File: src/rtl/ram_loader_pkg.sv
// Shared definitions for the boot-time RAM loader: bus/address defaults and FSM encoding.
package ram_loader_pkg;

    // Defaults shared with the CPU RAM instance so both sides agree on geometry.
    localparam int unsigned DEFAULT_ADDRESS_WIDTH = 4;
    localparam int unsigned DEFAULT_WIDTH         = 8;

    // Loader FSM states, fixed 3-bit encoding.
    typedef enum logic [2:0] {
        StIdle     = 3'd0,
        StLen      = 3'd1,
        StWaitByte = 3'd2,
        StAddr     = 3'd3,
        StWrite    = 3'd4,
        StDone     = 3'd5
    } loader_state_e;

endpackage

File: src/rtl/ram_loader_if.sv
// Stream handshake, control/status and shared-bus signals of the RAM loader.
interface ram_loader_if #(
    parameter int unsigned WIDTH = ram_loader_pkg::DEFAULT_WIDTH
);
    // Host / stream side
    logic             start;
    logic             byte_valid;
    logic [WIDTH-1:0] byte_data;
    logic             byte_ready;
    logic             done;
    logic             length_error;
    // Shared bus / RAM / CPU side
    logic [WIDTH-1:0] bus_out;
    logic             ram_addr_enable;
    logic             ram_write_enable;
    logic             cpu_hold;

    // Loader end
    modport master (
        input  start, byte_valid, byte_data,
        output byte_ready, done, length_error,
        output bus_out, ram_addr_enable, ram_write_enable, cpu_hold
    );

    // Host end (stream source, RAM and CPU observers)
    modport slave (
        output start, byte_valid, byte_data,
        input  byte_ready, done, length_error,
        input  bus_out, ram_addr_enable, ram_write_enable, cpu_hold
    );
endinterface

File: src/rtl/ram_loader.sv
// Boot-time loader: takes a length-prefixed byte stream and writes the payload into
// consecutive RAM words from address 0 over the shared OR-bus, holding the CPU off meanwhile.
module ram_loader
    import ram_loader_pkg::*;
#(
    parameter int unsigned ADDRESS_WIDTH = DEFAULT_ADDRESS_WIDTH,
    parameter int unsigned WIDTH         = DEFAULT_WIDTH,
    parameter int unsigned MEMORY_SIZE   = 1 << ADDRESS_WIDTH
) (
    input  logic       clk,
    input  logic       reset_n,
    ram_loader_if.master ldr
);

    localparam int unsigned CNT_W = ADDRESS_WIDTH + 1;

    localparam logic [WIDTH-1:0] MEM_SIZE_W = WIDTH'(MEMORY_SIZE);
    localparam logic [CNT_W-1:0] MEM_SIZE_C = CNT_W'(MEMORY_SIZE);

    loader_state_e    state_q, state_d;
    logic [CNT_W-1:0] addr_cnt_q, addr_cnt_d;
    logic [CNT_W-1:0] remaining_q, remaining_d;
    logic [WIDTH-1:0] data_q, data_d;
    logic             done_q, done_d;
    logic             length_error_q, length_error_d;

    logic             byte_ready;
    logic [WIDTH-1:0] bus_out;
    logic             ram_addr_enable;
    logic             ram_write_enable;
    logic             cpu_hold;

    // State and datapath registers; reset drops the bus immediately via the Moore decode.
    always_ff @(posedge clk or negedge reset_n) begin
        if (!reset_n) begin
            state_q        <= StIdle;
            addr_cnt_q     <= '0;
            remaining_q    <= '0;
            data_q         <= '0;
            done_q         <= 1'b0;
            length_error_q <= 1'b0;
        end else begin
            state_q        <= state_d;
            addr_cnt_q     <= addr_cnt_d;
            remaining_q    <= remaining_d;
            data_q         <= data_d;
            done_q         <= done_d;
            length_error_q <= length_error_d;
        end
    end

    // Next-state logic: header capture, byte latch, address/write sequencing.
    always_comb begin
        state_d        = state_q;
        addr_cnt_d     = addr_cnt_q;
        remaining_d    = remaining_q;
        data_d         = data_q;
        done_d         = done_q;
        length_error_d = length_error_q;

        unique case (state_q)
            StIdle: begin
                done_d         = 1'b0;
                length_error_d = 1'b0;
                addr_cnt_d     = '0;
                if (ldr.start) state_d = StLen;
            end
            StLen: begin
                if (ldr.byte_valid) begin
                    if (ldr.byte_data > MEM_SIZE_W) begin
                        length_error_d = 1'b1;
                        state_d        = StDone;
                    end else begin
                        // A zero header means a full-memory load.
                        remaining_d = (ldr.byte_data == '0) ? MEM_SIZE_C
                                                            : ldr.byte_data[CNT_W-1:0];
                        state_d     = StWaitByte;
                    end
                end
            end
            StWaitByte: begin
                if (ldr.byte_valid) begin
                    data_d  = ldr.byte_data;
                    state_d = StAddr;
                end
            end
            StAddr: begin
                state_d = StWrite;
            end
            StWrite: begin
                addr_cnt_d  = addr_cnt_q + CNT_W'(1);
                remaining_d = remaining_q - CNT_W'(1);
                if (remaining_q == CNT_W'(1)) begin
                    done_d  = 1'b1;
                    state_d = StDone;
                end else begin
                    state_d = StWaitByte;
                end
            end
            StDone: begin
                if (ldr.start) begin
                    done_d         = 1'b0;
                    length_error_d = 1'b0;
                    addr_cnt_d     = '0;
                    state_d        = StLen;
                end
            end
            default: state_d = StIdle;
        endcase
    end

    // Moore output decode; bus is all zeros whenever the loader is not driving it.
    always_comb begin
        byte_ready       = (state_q == StLen) || (state_q == StWaitByte);
        ram_addr_enable  = (state_q == StAddr);
        ram_write_enable = (state_q == StWrite);
        cpu_hold         = (state_q != StIdle) && (state_q != StDone);
        bus_out          = '0;
        // addr_cnt MSB is always 0 in ADDR, so extending the full counter equals the low bits.
        if (state_q == StAddr)  bus_out = WIDTH'(addr_cnt_q);
        if (state_q == StWrite) bus_out = data_q;
    end

    assign ldr.byte_ready       = byte_ready;
    assign ldr.bus_out          = bus_out;
    assign ldr.ram_addr_enable  = ram_addr_enable;
    assign ldr.ram_write_enable = ram_write_enable;
    assign ldr.cpu_hold         = cpu_hold;
    assign ldr.done             = done_q;
    assign ldr.length_error     = length_error_q;

endmodule
File: src/flat_wrapper.sv
// flat-port wrapper written by rule: the top's interface ports become plain ports
module ram_loader_flat import ram_loader_pkg::*;
#(
    parameter int unsigned ADDRESS_WIDTH = DEFAULT_ADDRESS_WIDTH,
    parameter int unsigned WIDTH         = DEFAULT_WIDTH,
    parameter int unsigned MEMORY_SIZE   = 1 << ADDRESS_WIDTH
)
  (clk, reset_n, ldr_start, ldr_byte_valid, ldr_byte_data, ldr_byte_ready, ldr_done, ldr_length_error, ldr_bus_out, ldr_ram_addr_enable, ldr_ram_write_enable, ldr_cpu_hold);
  ram_loader_if #(.WIDTH(WIDTH)) ldr_i ();
  input  logic clk;
  input  logic reset_n;
  input wire logic [$bits(ldr_i.start)-1:0] ldr_start;
  input wire logic [$bits(ldr_i.byte_valid)-1:0] ldr_byte_valid;
  input wire logic [$bits(ldr_i.byte_data)-1:0] ldr_byte_data;
  output wire logic [$bits(ldr_i.byte_ready)-1:0] ldr_byte_ready;
  output wire logic [$bits(ldr_i.done)-1:0] ldr_done;
  output wire logic [$bits(ldr_i.length_error)-1:0] ldr_length_error;
  output wire logic [$bits(ldr_i.bus_out)-1:0] ldr_bus_out;
  output wire logic [$bits(ldr_i.ram_addr_enable)-1:0] ldr_ram_addr_enable;
  output wire logic [$bits(ldr_i.ram_write_enable)-1:0] ldr_ram_write_enable;
  output wire logic [$bits(ldr_i.cpu_hold)-1:0] ldr_cpu_hold;
  assign ldr_i.start = ldr_start;
  assign ldr_i.byte_valid = ldr_byte_valid;
  assign ldr_i.byte_data = ldr_byte_data;
  assign ldr_byte_ready = ldr_i.byte_ready;
  assign ldr_done = ldr_i.done;
  assign ldr_length_error = ldr_i.length_error;
  assign ldr_bus_out = ldr_i.bus_out;
  assign ldr_ram_addr_enable = ldr_i.ram_addr_enable;
  assign ldr_ram_write_enable = ldr_i.ram_write_enable;
  assign ldr_cpu_hold = ldr_i.cpu_hold;
  ram_loader #(.ADDRESS_WIDTH(ADDRESS_WIDTH), .WIDTH(WIDTH), .MEMORY_SIZE(MEMORY_SIZE)) u_core (.clk(clk), .reset_n(reset_n), .ldr(ldr_i));
endmodule
File: config.mk
export PLATFORM = sky130hd
export DESIGN_NAME = ram_loader_flat
export DESIGN_NICKNAME = d
export VERILOG_FILES = /design/src/rtl/ram_loader_pkg.sv /design/src/rtl/ram_loader_if.sv /design/src/rtl/ram_loader.sv /design/src/flat_wrapper.sv
export SDC_FILE = /design/constraint.sdc
export NUM_CORES = 1
export LEC_CHECK = 0
export ABC_AREA = 1
export CELL_PAD_IN_SITES_DETAIL_PLACEMENT = 1
export CELL_PAD_IN_SITES_GLOBAL_PLACEMENT = 1
export CORE_MARGIN = 10
export CORE_UTILIZATION = 33
export DETAILED_ROUTE_END_ITERATION = 8
export GPL_ROUTABILITY_DRIVEN = 0
export HOLD_SLACK_MARGIN = 0.15
export PLACE_DENSITY = 0.85
export SETUP_SLACK_MARGIN = 0.02
export SLEW_MARGIN = 20
export SYNTH_ARGS = -nofsm -noshare
export SYNTH_HDL_FRONTEND = slang
export SYNTH_SLANG_ARGS = --single-unit
File: constraint.sdc
create_clock -name clk -period 1.5 [get_ports clk]
set_clock_uncertainty 0.1 [all_clocks]
set_input_delay 0.225 -clock clk [delete_from_list [all_inputs] [get_ports clk]]
set_output_delay 0.225 -clock clk [all_outputs]
set_load 0.02 [all_outputs]
; ---- After elaboration in Yosys (flattened, before gate mapping)
; Cells that the tools add are included.
[op_classes]
addsub = 2
order_cmp = 1
eq_ne = 14
n_mux = 20
n_reduce_logical = 15
[op_table]
columns = operator, n
row1 = $mux W5, 5
row2 = $mux W3, 5
row3 = $pmux W3 S5, 1
row4 = $pmux W5 S3, 1
row5 = $pmux W5 S2, 1
row6 = $reduce_and A3 Y1, 3
row7 = $reduce_bool A3 Y1, 3
row8 = $gt A8 B5 Y1 const B, 1
row9 = $logic_not A8 Y1, 1
row10 = $mux W8, 1
row11 = $ne A2 B2 Y1 const B, 4
row12 = $eq A3 B2 Y1 const B, 2
row13 = $eq A3 B3 Y1 const B, 2
row14 = $ne A2 B1 Y1 const B, 3
row15 = $pmux W1 S3, 2
row16 = $add A5 B1 Y5 const B, 1
row17 = $eq A5 B1 Y1 const B, 1
row18 = $sub A5 B1 Y5 const B, 1
row19 = $mux W1, 4
row20 = $reduce_and A2 Y1, 2
row21 = $reduce_and A4 Y1, 1
row22 = $eq A3 B1 Y1 const B, 1
row23 = $logic_not A3 Y1, 1
row24 = $ne A3 B3 Y1 const B, 1
row25 = other kinds (4), 4
[word_totals]
regBits = 23
inputBits = 12
out_inout_bits = 14
wordCells = 58

; ---- Depth between registers and ports, before layout
[logic_depth]
depth_word = 5
ltp_mapped = 9
depth_no_buf = 9

; ---- Least setup slack after synthesis
; OpenSTA, ideal clock, no wires.
[synth_path]
path_kind = reg-to-output
start = reg u_core.state_q[1]
end = out ldr_bus_out[0]
arrival_time_ns = 1.289
t_required_ns = 1.175
path_slack_ns = -0.114
stages_incl_launch_ff = 7
cell_sequence = dfrtp_1 > inv_1 > nand3_1 > inv_1 > buf_6 > nand2_1 > o21ai_0
[synth_via]
elab_cells_between_ends = 4
cone_classes = eq/ne: 2 / mux: 2
[synth_lines]
columns = item, line_no
row1 = from (decl), ram_loader.sv:20  ; loader_state_e state_q, state_d;
row2 = from (signal assigned), ram_loader.sv:36  ; state_q <= StIdle;
row3 = from (signal assigned), ram_loader.sv:43  ; state_q <= state_d;
row4 = $eq A3 B3 Y1, -
row5 = via ldr_ram_write_enable, flat_wrapper.sv:20  ; output wire logic [$bits(ldr_i.ram_write_enable)-1:0] ldr_ram_write_enable;
row6 = $mux W8, ram_loader.sv:121  ; if (state_q == StWrite) bus_out = data_q;
row7 = to (decl), flat_wrapper.sv:18  ; output wire logic [$bits(ldr_i.bus_out)-1:0] ldr_bus_out;
; The timed path passes the listed nets, and every way through them passes these cells.

; ---- Final worst setup path
[layout_path]
start = reg u_core.state_q[2]
end = out ldr_bus_out[0]
[layout_via]
elab_chain_len = 3
elab_cells_between_ends = 4
cone_classes = eq/ne: 2 / mux: 2
[layout_lines]
columns = item, line_no
row1 = $eq A3 B2 Y1, ram_loader.sv:120  ; if (state_q == StAddr) bus_out = WIDTH'(addr_cnt_q);
row2 = $mux W5, ram_loader.sv:120
row3 = $mux W8 *, ram_loader.sv:121
; Mark *: on every way between the ends. The rest lies on a longest branch, timed or not.

==> impl_metrics.ini <==
[sta]
rsz0062_at_grt = true
maxSlewHeadroom = 0.764
setup_ws_ns = -0.215
final_hold_viol_count = 0
fin_crit_sh = 1.14
hold_ws_ns = 0.201
final.setup.tns_ns = -3.74
worst_pin_slew_ns = 0.353
slew_violations = 0
setup_violations = 30
clock.fmax_ghz = 0.583
finalCriticalPeriod_ns = 1.71

[job]
maxCapViolations = 0

[detailed_routing]
vias = 1597
firstDrtPassIters = 4
via_per_inst = 5.12
drtAntennaViolNets = 0
drt-wirelength-per-cell_um = 19.7
drtIter0Drc = 72
drt_wl_total_um = 6140
post-route-drc-count = 0

[die]
core_um2 = 4000
die_w_um = 84.3
dieArea_um2 = 7110
initial_core_util = 0.342
die_h_um = 84.3
ioPinCount = 26
row_count = 23

[run_status]
status = complete, but fails checks
violations = setup timing

[critical_path]
critPathArrivalTime_ns = 1.39
crit_cells = 5
cpMostUsedCell = buf_6
path_delay_family = flip-flops
start_kind = flip-flop
r2r_end = u_core.remaining_q[4]
cp_data_required_time_ns = 1.17
slowest_stage = dfrtp_2
crit_end = ldr_bus_out[0]
r2r_start = u_core.state_q[2]
r2r_cells = 8
crit_start = u_core.state_q[2]
endpoint_kind = output port
worstSetupPathType = reg2out
crit_path_max_fanout = 3
worst-path-buf-inv = 2
path_cells = nor2_4 -> nand2_2 -> buf_6 -> o21ai_4 -> buf_6
max_stage_delay_ns = 0.47
rrSetupSlack_ns = -0.16

[final_layout]
num_antenna_cells = 0
nets = 278
layout.cells.most_common = nand2_1
finalInstanceArea_um2 = 2420
syn_to_final_growth_pct = 77.3
drive_above_1_share = 0.473
fin_cells = 312
final_util = 0.606
layout_common_cells = nand2_1 (40), buf_4 (30), inv_1 (25), buf_6 (25), dfrtp_1 (22)

[place]
placed_cells = 292
dp.final_hpwl_um = 3370
io_buffers = 25
place_area_um2 = 1910

[cts]
htreeDepth = 1
clk_latency_ns = 0.28
numCtsBuffers = 3
cts_tree = built
path_clk_slew_ns = 0.10
clock_path_buffers = 2
cts-root-buf = clkbuf_8
clkSinkCount = 23

[pwr]
leakagePower_nw = 1.21
powerDensity_nw_per_um2 = 1890
ir_drop_v = 0.00111

[logic_synthesis]
yosysTopAreaCellShare = 0.421
syn-cell-area_um2 = 1370
synth_area_leaders = dfrtp_1 (42%), nand2_1 (15%), inv_1 (9.3%), o21ai_0 (6.2%), nand3_1 (5.9%)
synth.distinct_cells = 19
syn_inst = 189
yosysSeqAreaShare = 0.421
synth_top_area_cell = dfrtp_1
yosys_warnings = 0
synth_nets = 204
syn_area_per_cell_um2 = 7.23
ys_ff_latch = 23

[grt]
grt_max_degree = 24
grt_overflow = 0
grtUsageTotal = 0.152
antenna_found_initial = 0
grt_pass1_vias = 1728
grt_pass1_wl_um = 8890

[hold_path]
hold_path_class = in2async
registers in the layout, indices dropped and copies added, names as in the netlist:
signal                   count
u_core.ldr.done              1
u_core.addr_cnt_q            5
u_core.ldr.length_error      1
u_core.data_q                8
u_core.state_q               3
u_core.remaining_q           5
kinds of logic (layout without fill, tap and decap cells):
| kind of cell | after synthesis | count (layout) | synth area share |
|---|---|---|---|
| AOI/OAI and AO/OA | 26 | 26 | 0.102 |
| xor gates and xnor gates | 3 | 3 | 0.0192 |
| adders and majority gates | 3 | 3 | 0.0275 |
| buffers and inverters | 37 | 110 | 0.115 |
| DFF | 23 | 23 | 0.421 |
| muxes | 4 | 4 | 0.0385 |
| and+or+nand+nor | 93 | 93 | 0.277 |
synth_stat cells, drive strengths merged:
library cell and n:
xor2 2, o22ai 4, inv 34, mux2 4
a21oi 4, nand2 58, buf 3, nor2 18
nand3 16, o21ai 18, nor3 1, dfrtp 23
xnor2 1, ha 3
power by group:
group | leakage [nW] | switching [mW] | internal [mW] | total [mW]
Combinational | 0.895 | 1.69 | 1.37 | 3.06
Clock | 0.0217 | 0.227 | 0.189 | 0.416
Sequential | 0.292 | 0.233 | 0.861 | 1.09
Total | 1.21 | 2.15 | 2.42 | 4.57
how the worst min path moves through the flow:
| stage | from | to | slack (ns) |
|---|---|---|---|
| 6_report | reset_n | u_core.addr_cnt_q[1] | 0.20 |
| 5_1_grt | reset_n | u_core.addr_cnt_q[2] | 0.22 |
| 4_1_cts | reset_n | u_core.state_q[0] | 0.21 |
| 3_5_place_dp | u_core.data_q[7] | u_core.data_q[7] | 0.38 |
| 3_3_place_gp | u_core.data_q[7] | u_core.data_q[7] | 0.37 |
| 2_1_floorplan | reset_n | u_core.addr_cnt_q[0] | -0.17 |
metrics by stage:
step	total power, mW	setup WS [ns]
final	4.57	-0.215
after global placement	2.89	-0.369
after global routing	4.88	-0.268
after detailed placement	2.98	-0.477
after CTS	3.96	-0.178
after floorplan	2.12	-0.0118
layout make-up:
cell class	count	area, µm²
Clock inverter	1	7.51
Clock buffer	3	41.3
Fill cell	462	1580
Inverter	34	143
Timing Repair inverter	1	7.51
Tap cell	50	62.6
Timing Repair Buffer	71	684
Multi-Input combinational cell	129	900
Sequential cell	23	577
metal layers:
layer	global-route usage	share of wire	vias up
met3	0.0425	0.053	20
met1	0.163	0.39	799
met4	0.0599	0.041	0
li1	-	-	737
met2	0.276	0.51	41
met5	0	0	-
repair_timing:
item,4_1_cts,5_1_grt
setup endpoints to repair,32,32
gates resized for setup,130,42
hold buffers,0,0
buffers inserted,9,7
pin swaps,15,16
cloned,1,0
worst register-to-register path: cells and delay by family (launching register included):
family / cells / cell delay, ns
and+or+nand+nor: 6 / 0.71
DFF: 1 / 0.47
buffers and inverters: 2 / 0.27
Note: power is estimated with default switching activity, not from simulation.
